--- src/rtl/card_auth_responder.sv ---
// Card-side LAYR responder: APDU bytes in, AUTH_INIT/AUTH/GET_ID over a shared AES core and nonce source, response bytes out.
// Latency: rx_ready drops the cycle after rx_last; every aes_start/nonce_req is one cycle after entering its issue state.
// Backpressure: rx is valid/ready (ready only while idle); tx is valid/ready with tx_data/tx_last held while tx_ready is low.
//
// Ports:
//   clk, rst                    single clock, synchronous active-high reset
//   psk, card_id                quasi-static pre-shared key and plaintext identity
//   rx_valid/ready/data/last    inbound command frame: CLA, INS, payload (MSB first)
//   tx_valid/ready/data/last    outbound response: 16-byte block or 1 status byte
//   aes_*                       request/response to the shared AES-128 ECB core
//   nonce_req, nonce(_valid)    request/response to the nonce generator
//   authenticated, busy         session flag and "not idle" indicator
module card_auth_responder #(
    parameter logic [7:0] CLA        = 8'h80,
    parameter logic [7:0] STATUS_OK  = 8'h90,
    parameter logic [7:0] STATUS_ERR = 8'hFF
) (
    input  logic         clk,
    input  logic         rst,
    input  logic [127:0] psk,
    input  logic [127:0] card_id,
    input  logic         rx_valid,
    output logic         rx_ready,
    input  logic [7:0]   rx_data,
    input  logic         rx_last,
    output logic         tx_valid,
    input  logic         tx_ready,
    output logic [7:0]   tx_data,
    output logic         tx_last,
    output logic         aes_start,
    output logic         aes_mode,
    output logic [127:0] aes_key,
    output logic [127:0] aes_block_in,
    input  logic [127:0] aes_block_out,
    input  logic         aes_done,
    output logic         nonce_req,
    input  logic [63:0]  nonce,
    input  logic         nonce_valid,
    output logic         authenticated,
    output logic         busy
);

    localparam logic [7:0] INS_AUTH_INIT = 8'h10;
    localparam logic [7:0] INS_AUTH      = 8'h11;
    localparam logic [7:0] INS_GET_ID    = 8'h12;

    typedef enum logic [3:0] {
        ST_RX, ST_DISPATCH, ST_NONCE, ST_NONCE_WAIT, ST_ENC_RC, ST_ENC_RC_WAIT,
        ST_DEC_AUTH, ST_DEC_AUTH_WAIT, ST_DERIVE, ST_DERIVE_WAIT,
        ST_ENC_ID, ST_ENC_ID_WAIT, ST_TX_BLOCK, ST_TX_STATUS
    } state_t;

    state_t         state;
    logic [4:0]     rx_cnt;      // saturates at 19 so overlong frames stay overlong
    logic [7:0]     cla_q;
    logic [7:0]     ins_q;
    logic [127:0]   payload;
    logic [63:0]    rc;
    logic [63:0]    rt;
    logic [127:0]   session_key;
    logic [127:0]   blk;         // outgoing block, shifted left one byte per transfer
    logic [3:0]     tx_idx;
    logic           chal_valid;

    logic cla_ok, is_init, is_auth, is_getid, frame_ok, keep_auth;

    assign cla_ok   = (cla_q == CLA);
    assign is_init  = (rx_cnt == 5'd2)  && (ins_q == INS_AUTH_INIT);
    assign is_auth  = (rx_cnt == 5'd18) && (ins_q == INS_AUTH);
    assign is_getid = (rx_cnt == 5'd2)  && (ins_q == INS_GET_ID);
    assign frame_ok = cla_ok && (is_init || is_auth || is_getid);
    // A bad CLA or a malformed GET_ID must not tear down an existing session.
    // A one-byte frame has no INS, so a stale ins_q must not count.
    assign keep_auth = !cla_ok || ((rx_cnt >= 5'd2) && (ins_q == INS_GET_ID));

    always_ff @(posedge clk) begin
        if (rst) begin
            state         <= ST_RX;
            rx_cnt        <= 5'd0;
            cla_q         <= 8'h00;
            ins_q         <= 8'h00;
            payload       <= '0;
            rc            <= '0;
            rt            <= '0;
            session_key   <= '0;
            blk           <= '0;
            tx_idx        <= 4'd0;
            chal_valid    <= 1'b0;
            authenticated <= 1'b0;
            rx_ready      <= 1'b1;
            busy          <= 1'b0;
            tx_valid      <= 1'b0;
            tx_data       <= 8'h00;
            tx_last       <= 1'b0;
            aes_start     <= 1'b0;
            aes_mode      <= 1'b0;
            aes_key       <= '0;
            aes_block_in  <= '0;
            nonce_req     <= 1'b0;
        end else begin
            aes_start <= 1'b0;
            nonce_req <= 1'b0;
            case (state)
                ST_RX: begin
                    if (rx_valid && rx_ready) begin
                        if (rx_cnt == 5'd0) cla_q <= rx_data;
                        if (rx_cnt == 5'd1) ins_q <= rx_data;
                        if (rx_cnt >= 5'd2 && rx_cnt <= 5'd17) payload <= {payload[119:0], rx_data};
                        if (rx_cnt != 5'd19) rx_cnt <= rx_cnt + 5'd1;
                        if (rx_last) begin
                            state    <= ST_DISPATCH;
                            rx_ready <= 1'b0;
                            busy     <= 1'b1;
                        end
                    end
                end
                ST_DISPATCH: begin
                    rx_cnt <= 5'd0;
                    if (!frame_ok) begin
                        chal_valid <= 1'b0;
                        if (!keep_auth) authenticated <= 1'b0;
                        tx_data <= STATUS_ERR;
                        state   <= ST_TX_STATUS;
                    end else if (is_init) begin
                        authenticated <= 1'b0;
                        chal_valid    <= 1'b0;
                        state         <= ST_NONCE;
                    end else if (is_auth) begin
                        if (!chal_valid) begin
                            authenticated <= 1'b0;
                            tx_data       <= STATUS_ERR;
                            state         <= ST_TX_STATUS;
                        end else begin
                            chal_valid <= 1'b0;   // challenge is single-use
                            state      <= ST_DEC_AUTH;
                        end
                    end else begin
                        if (!authenticated) begin
                            chal_valid <= 1'b0;
                            tx_data    <= STATUS_ERR;
                            state      <= ST_TX_STATUS;
                        end else begin
                            state <= ST_ENC_ID;
                        end
                    end
                end
                ST_NONCE: begin
                    nonce_req <= 1'b1;
                    state     <= ST_NONCE_WAIT;
                end
                ST_NONCE_WAIT: begin
                    if (nonce_valid) begin
                        rc    <= nonce;
                        state <= ST_ENC_RC;
                    end
                end
                ST_ENC_RC: begin
                    aes_start    <= 1'b1;
                    aes_mode     <= 1'b0;
                    aes_key      <= psk;
                    aes_block_in <= {rc, 64'h0};
                    state        <= ST_ENC_RC_WAIT;
                end
                ST_ENC_RC_WAIT: begin
                    if (aes_done) begin
                        blk        <= aes_block_out;
                        chal_valid <= 1'b1;
                        state      <= ST_TX_BLOCK;
                    end
                end
                ST_DEC_AUTH: begin
                    aes_start    <= 1'b1;
                    aes_mode     <= 1'b1;
                    aes_key      <= psk;
                    aes_block_in <= payload;
                    state        <= ST_DEC_AUTH_WAIT;
                end
                ST_DEC_AUTH_WAIT: begin
                    if (aes_done) begin
                        if (aes_block_out[63:0] == rc) begin
                            rt    <= aes_block_out[127:64];
                            state <= ST_DERIVE;
                        end else begin
                            authenticated <= 1'b0;
                            tx_data       <= STATUS_ERR;
                            state         <= ST_TX_STATUS;
                        end
                    end
                end
                ST_DERIVE: begin
                    aes_start    <= 1'b1;
                    aes_mode     <= 1'b0;
                    aes_key      <= psk;
                    aes_block_in <= {rc, rt};
                    state        <= ST_DERIVE_WAIT;
                end
                ST_DERIVE_WAIT: begin
                    if (aes_done) begin
                        session_key   <= aes_block_out;
                        authenticated <= 1'b1;
                        tx_data       <= STATUS_OK;
                        state         <= ST_TX_STATUS;
                    end
                end
                ST_ENC_ID: begin
                    aes_start    <= 1'b1;
                    aes_mode     <= 1'b0;
                    aes_key      <= session_key;
                    aes_block_in <= card_id;
                    state        <= ST_ENC_ID_WAIT;
                end
                ST_ENC_ID_WAIT: begin
                    if (aes_done) begin
                        blk   <= aes_block_out;
                        state <= ST_TX_BLOCK;
                    end
                end
                ST_TX_BLOCK: begin
                    // tx_valid low here means this is the entry cycle: load byte 0.
                    if (!tx_valid) begin
                        tx_valid <= 1'b1;
                        tx_data  <= blk[127:120];
                        tx_last  <= 1'b0;
                        tx_idx   <= 4'd0;
                        blk      <= {blk[119:0], 8'h00};
                    end else if (tx_ready) begin
                        if (tx_idx == 4'd15) begin
                            tx_valid <= 1'b0;
                            tx_last  <= 1'b0;
                            rx_ready <= 1'b1;
                            busy     <= 1'b0;
                            state    <= ST_RX;
                        end else begin
                            tx_data <= blk[127:120];
                            blk     <= {blk[119:0], 8'h00};
                            tx_idx  <= tx_idx + 4'd1;
                            tx_last <= (tx_idx == 4'd14);
                        end
                    end
                end
                ST_TX_STATUS: begin
                    // Status byte was placed on tx_data when this state was chosen.
                    if (!tx_valid) begin
                        tx_valid <= 1'b1;
                        tx_last  <= 1'b1;
                    end else if (tx_ready) begin
                        tx_valid <= 1'b0;
                        tx_last  <= 1'b0;
                        rx_ready <= 1'b1;
                        busy     <= 1'b0;
                        state    <= ST_RX;
                    end
                end
                default: begin
                    state    <= ST_RX;
                    rx_ready <= 1'b1;
                    busy     <= 1'b0;
                end
            endcase
        end
    end

endmodule
--- config.mk ---
export PLATFORM = sky130hd
export DESIGN_NAME = card_auth_responder
export DESIGN_NICKNAME = d
export VERILOG_FILES = /design/src/rtl/card_auth_responder.sv
export SDC_FILE = /design/constraint.sdc
export NUM_CORES = 2
export LEC_CHECK = 0
export CORE_AREA = 2 2 284 286
export CTS_CLUSTER_DIAMETER = 60
export DETAILED_ROUTE_END_ITERATION = 6
export DIE_AREA = 0 0 286 288
export PLACE_DENSITY = 0.74
export SLEW_MARGIN = 10
export SYNTH_ARGS = -nofsm -noshare
export SYNTH_HDL_FRONTEND = slang
export SYNTH_SLANG_ARGS = --single-unit
--- constraint.sdc ---
create_clock -name clk -period 2.9 [get_ports clk]
set_input_delay 0.29 -clock clk [delete_from_list [all_inputs] [get_ports clk]]
set_output_delay 0.29 -clock clk [all_outputs]
set_load 0.03 [all_outputs]
; ---- Word level (Yosys, flattened, before mapping)
; Index checks and enable logic that the tools add are counted.
; Widths: inputs -> output; s select.
[op_classes]
reduce_logical = 42
n_eq_ne = 50
mux = 87
add_sub_neg = 2
order_cmp = 2
n_bitwise = 1
[ops]
columns = op, count
row1 = $mux 128, 4
row2 = $pmux 128 s2, 2
row3 = $pmux 128 s4, 1
row4 = $mux 8, 11
row5 = $mux 4, 18
row6 = $eq 64x64->1, 1
row7 = $pmux 4 s13, 1
row8 = $mux 1, 37
row9 = $eq 4x4->1 const B, 8
row10 = $pmux 8 s4, 1
row11 = $ne 2x2->1 const B, 14
row12 = $eq 8x5->1 const B, 3
row13 = $reduce_and 3->1, 8
row14 = $eq 4x3->1 const B, 4
row15 = $ne 4x4->1 const B, 4
row16 = $ne 3x3->1 const B, 5
row17 = $reduce_bool 2->1, 6
row18 = $reduce_and 11->1, 1
row19 = $reduce_or 11->1, 1
row20 = $mux 5, 2
row21 = $ne 5x5->1 const B, 2
row22 = $pmux 5 s2, 1
row23 = $reduce_and 9->1, 1
row24 = $eq 4x2->1 const B, 2
row25 = 29 further kinds, 46
[word_totals]
output_inout_bits = 272
reg_bits = 814
elab_cells = 206

; ---- Logic depth before layout (Yosys ltp)
[depth]
word_depth = 7
mapped_depth = 11

; ---- Worst setup path after synthesis
; No wires, ideal clock.
[synth_timing]
path_type = flip-flop to flip-flop
startpoint = register tx_idx[0]
endpoint = register blk[124]
arrival_time_ns = 2.023
stages_incl_launch_ff = 12
n_path_buf = 3
path_slack_ns = 0.786
synth_period_minus_slack_ns = 2.114
cell_sequence = dfxtp_1 ha_1 nand3_1 nand2_2 a211o_1 o22ai_1 a32o_1 buf_2 buf_6 buf_6 nor2_1 a311oi_1
[synth_via]
elab_chain_len = 3
[synth_rtl]
columns = element, line
row1 = "start, declared", 62  ; logic [3:0] tx_idx;
row2 = "start signal, assigned", 236  ; tx_idx <= tx_idx + 4'd1;
row3 = $eq 4x4->1, 227  ; if (tx_idx == 4'd15) begin
row4 = $ne 3x3->1 (no source line), n/a
row5 = $reduce_and 4->1 (no source line), n/a
row6 = "end signal, assigned", 214  ; blk <= aes_block_out;
row7 = "end signal, assigned", 225  ; blk <= {blk[119:0], 8'h00};
row8 = "end signal, assigned", 235  ; blk <= {blk[119:0], 8'h00};
row9 = "end, declared", 61  ; logic [127:0] blk;
; Every way passes these cells.
; A chain may end at the register's enable or synchronous reset.

; ---- Worst setup path in the final report
[layout_timing]
startpoint = register rc[36]
endpoint = register rt[49]
[layout_via]
elab_chain_len = 2
[layout_rtl]
columns = element, line
row1 = "start, declared", 58  ; logic [63:0] rc;
row2 = "start signal, assigned", 153  ; rc <= nonce;
row3 = $eq 64x64->1, 180  ; if (aes_block_out[63:0] == rc) begin
row4 = $reduce_and 3->1 (no source line), n/a
row5 = "end signal, assigned", 181  ; rt <= aes_block_out[127:64];
row6 = "end, declared", 59  ; logic [63:0] rt;
; Every way passes these cells.

==> flow_metrics.tcl <==
set metrics [dict create \
    syn_area_sq_um 33500 \
    vias 32384 \
    maxCapViolCount 0 \
    die_width_microns 286 \
    worst_ep_required_time_ns 3.42 \
    synthCells 4057 \
    clock_sinks 814 \
    drt_iter0_markers 2999 \
    setup_violations 0 \
    place.gp.congestion 0.928 \
    seqCellArea_sq_um 16300 \
    fillers 7176 \
    fin_skew_ns 0.0298 \
    via_per_inst 5.56 \
    post_cts_buffers 0 \
    io_pins 735 \
    cts_root_buf "clkbuf_16" \
    p_leak_uw 0.0154 \
    insertion_delay_ns 0.65 \
    crit_arrival_ns 3.39 \
    slew_violations 0 \
    rsz0062_at_grt "false" \
    first_pass_iters 7 \
    whs_ns 0.0702 \
    end_kind "flop" \
    place_ws_ns -0.697 \
    worst_pin_slew_ns 1.03 \
    cts.clk_slew.worst_paths_ns 0.06 \
    final_common_cell "nand2_1" \
    initial_core_util_pct 42.1 \
    outcome "finished clean" \
    yosysWarnings 0 \
    finalHoldViolations 0 \
    min_path_type "in2reg" \
    grt_pass1_wl_microns 187000 \
    min_period_ns 2.87 \
    hold_buffers 0 \
    synth_seq_area_share_pct 48.6 \
    power.density_nw_per_um2 867 \
    path_class "reg2reg" \
    layout_common_cells "nand2_1 (1117), dfxtp_1 (814), clkdlybuf4s50_1 (733), nor2_1 (398), a21oi_1 (390)" \
    synth_ff_type "dfxtp_1" \
    synth-edff-count 0 \
    multi_input_area_sq_um 15600 \
    slew_headroom_pct 31.4 \
    drive_above_1_share_pct 11.1 \
    cts_tree "done" \
    crit_fanout 17 \
    placed_area_sq_um 42300 \
    synthArstFlopShare_pct 0 \
    fp.dieArea_sq_um 82400 \
    ant_nets 0 \
    htree_levels 3 \
    synth_cell_types 62 \
    grt_use_total_pct 29.3 \
    timing.final.ws_setup_ns 0.0322 \
    cts_resized 4 \
    syn_avg_cell_area_sq_um 8.26 \
    antenna_found_initial 16 \
    dp_hpwl_microns 91400 \
    grt-ovfl-total 0 \
    cts_inserted_buffers 89 \
    num_rows 104 \
    grt_pass1_vias 30671 \
    synth_seq_cells 814 \
    drc 0 \
    cts_buffer_depth 3 \
    portBuffers 734 \
    crit_path_start_kind "flop" \
    grt_max_degree 99 \
    wl_per_cell_microns 21.8 \
    synth_fp_nets 4526 \
    fin_crit_sh_pct 98.9 \
    die_h_microns 288 \
    irDropWorstVdd_mv 0.626 \
    clock.fmax_mhz 349 \
    finalPower_uw 39300 \
    syn2layout_area_growth_pct 35.3 \
    routed_wl_microns 127000 \
    core_area_sq_um 79600 \
    final_nets 5160 \
    final_cell_area_sq_um 45400 \
]
[cells by family (layout without fill, tap and decap cells)]
| logic type | Yosys count | after routing | synth area share (%) |
|---|---|---|---|
| simple gates | 1809 | 1809 | 22.1 |
| compound gates | 934 | 934 | 20.1 |
| flops | 814 | 814 | 48.6 |
| buf+inv | 362 | 1057 | 5.32 |
| xor+xnor | 67 | 67 | 1.75 |
| mux | 65 | 65 | 1.94 |
| fa+ha+maj | 6 | 6 | 0.224 |
| other cells | 0 | 10 | 0 |
[cells in the mapped netlist, types with 19 or more instances]
library cell	instances	area [sq um]
nand2_1	1117	4190
buf_6	20	225
nand3_1	20	100
xnor2_1	65	569
buf_2	77	385
clkbuf_1	227	852
nand2_2	101	632
a21oi_1	391	1960
o21ai_0	19	95.1
a21oi_2	100	876
a222oi_1	64	641
nor3_1	103	515
nand4_1	23	144
dfxtp_1	814	16300
o22ai_1	27	169
mux2i_1	65	651
a311oi_1	226	1980
nor2_1	403	1510
a221o_1	64	641
[routing by layer]
metal	wire length (microns)	up-vias	GRT usage, %
met4	5010	12	12.3
met5	67	-	0
met1	50800	15463	36.5
met2	60200	1316	48.9
met3	10600	252	6.41
li1	-	15341	-
[final timing paths]
path	start	end	slack, ns	cells after the start
worst max-delay path	rc[36]$_SDFFE_PP0P_	rt[49]$_SDFFE_PP0P_	0.03	10
worst min-delay path	rst	payload[68]$_SDFFE_PP0P_	0.07	2
worst max register to register	rc[36]$_SDFFE_PP0P_	rt[49]$_SDFFE_PP0P_	0.03	10
worst min register to register	blk[5]$_SDFFE_PP0P_	blk[5]$_SDFFE_PP0P_	0.45	2
[registers in the layout (all words and copies together), names as in the netlist, 5 cells and up]
| signal | count |
|---|---|
| cla_q | 8 |
| aes_block_in | 128 |
| tx_data | 8 |
| aes_key | 128 |
| rc | 64 |
| ins_q | 8 |
| rt | 64 |
| payload | 128 |
| session_key | 128 |
| rx_cnt | 5 |
| blk | 128 |
[report_power, final]
part           internal (uW)  switching, uW  total (uW)  leakage, uW
sequential             13000           1080       14100      0.00660
clock                   6820           4750       11600      0.00145
combinational           5430           8190       13600      0.00734
total                  25300          14000       39300       0.0154
[worst max-delay path: stages (launching register included)]
cell and delay (ns):
dfxtp_1 0.38, xnor2_2 0.39, nand4_1 0.37, nor4_4 0.33
nand4_1 0.17, buf_4 0.21, nor3_2 0.18, buf_12 0.20
buf_12 0.18, mux2i_1 0.24, nor2_1 0.06
[through the flow]
| step | TNS [ns] | cells | utilization, % |
|---|---|---|---|
| floorplan | 0 | 4057 | - |
| global placement | -49.23 | 5660 | 53.2 |
| detailed placement | -45.25 | 5660 | 53.2 |
| CTS | 0 | 5812 | 56.9 |
| global route | 0 | 5819 | 56.9 |
| finish | 0 | 5822 | 56.9 |
[final cells by class]
class                           instances  area share (%)
Clock buffer                          122            5.50
Inverter                                9          0.0745
Multi-Input combinational cell       2881            34.4
Sequential cell                       814            35.9
Tap cell                             1060            2.92
Clock inverter                         30           0.979
Antenna cell                           10          0.0552
Timing Repair Buffer                  896            20.1
No activity file was read; power rests on OpenSTA's default activity.
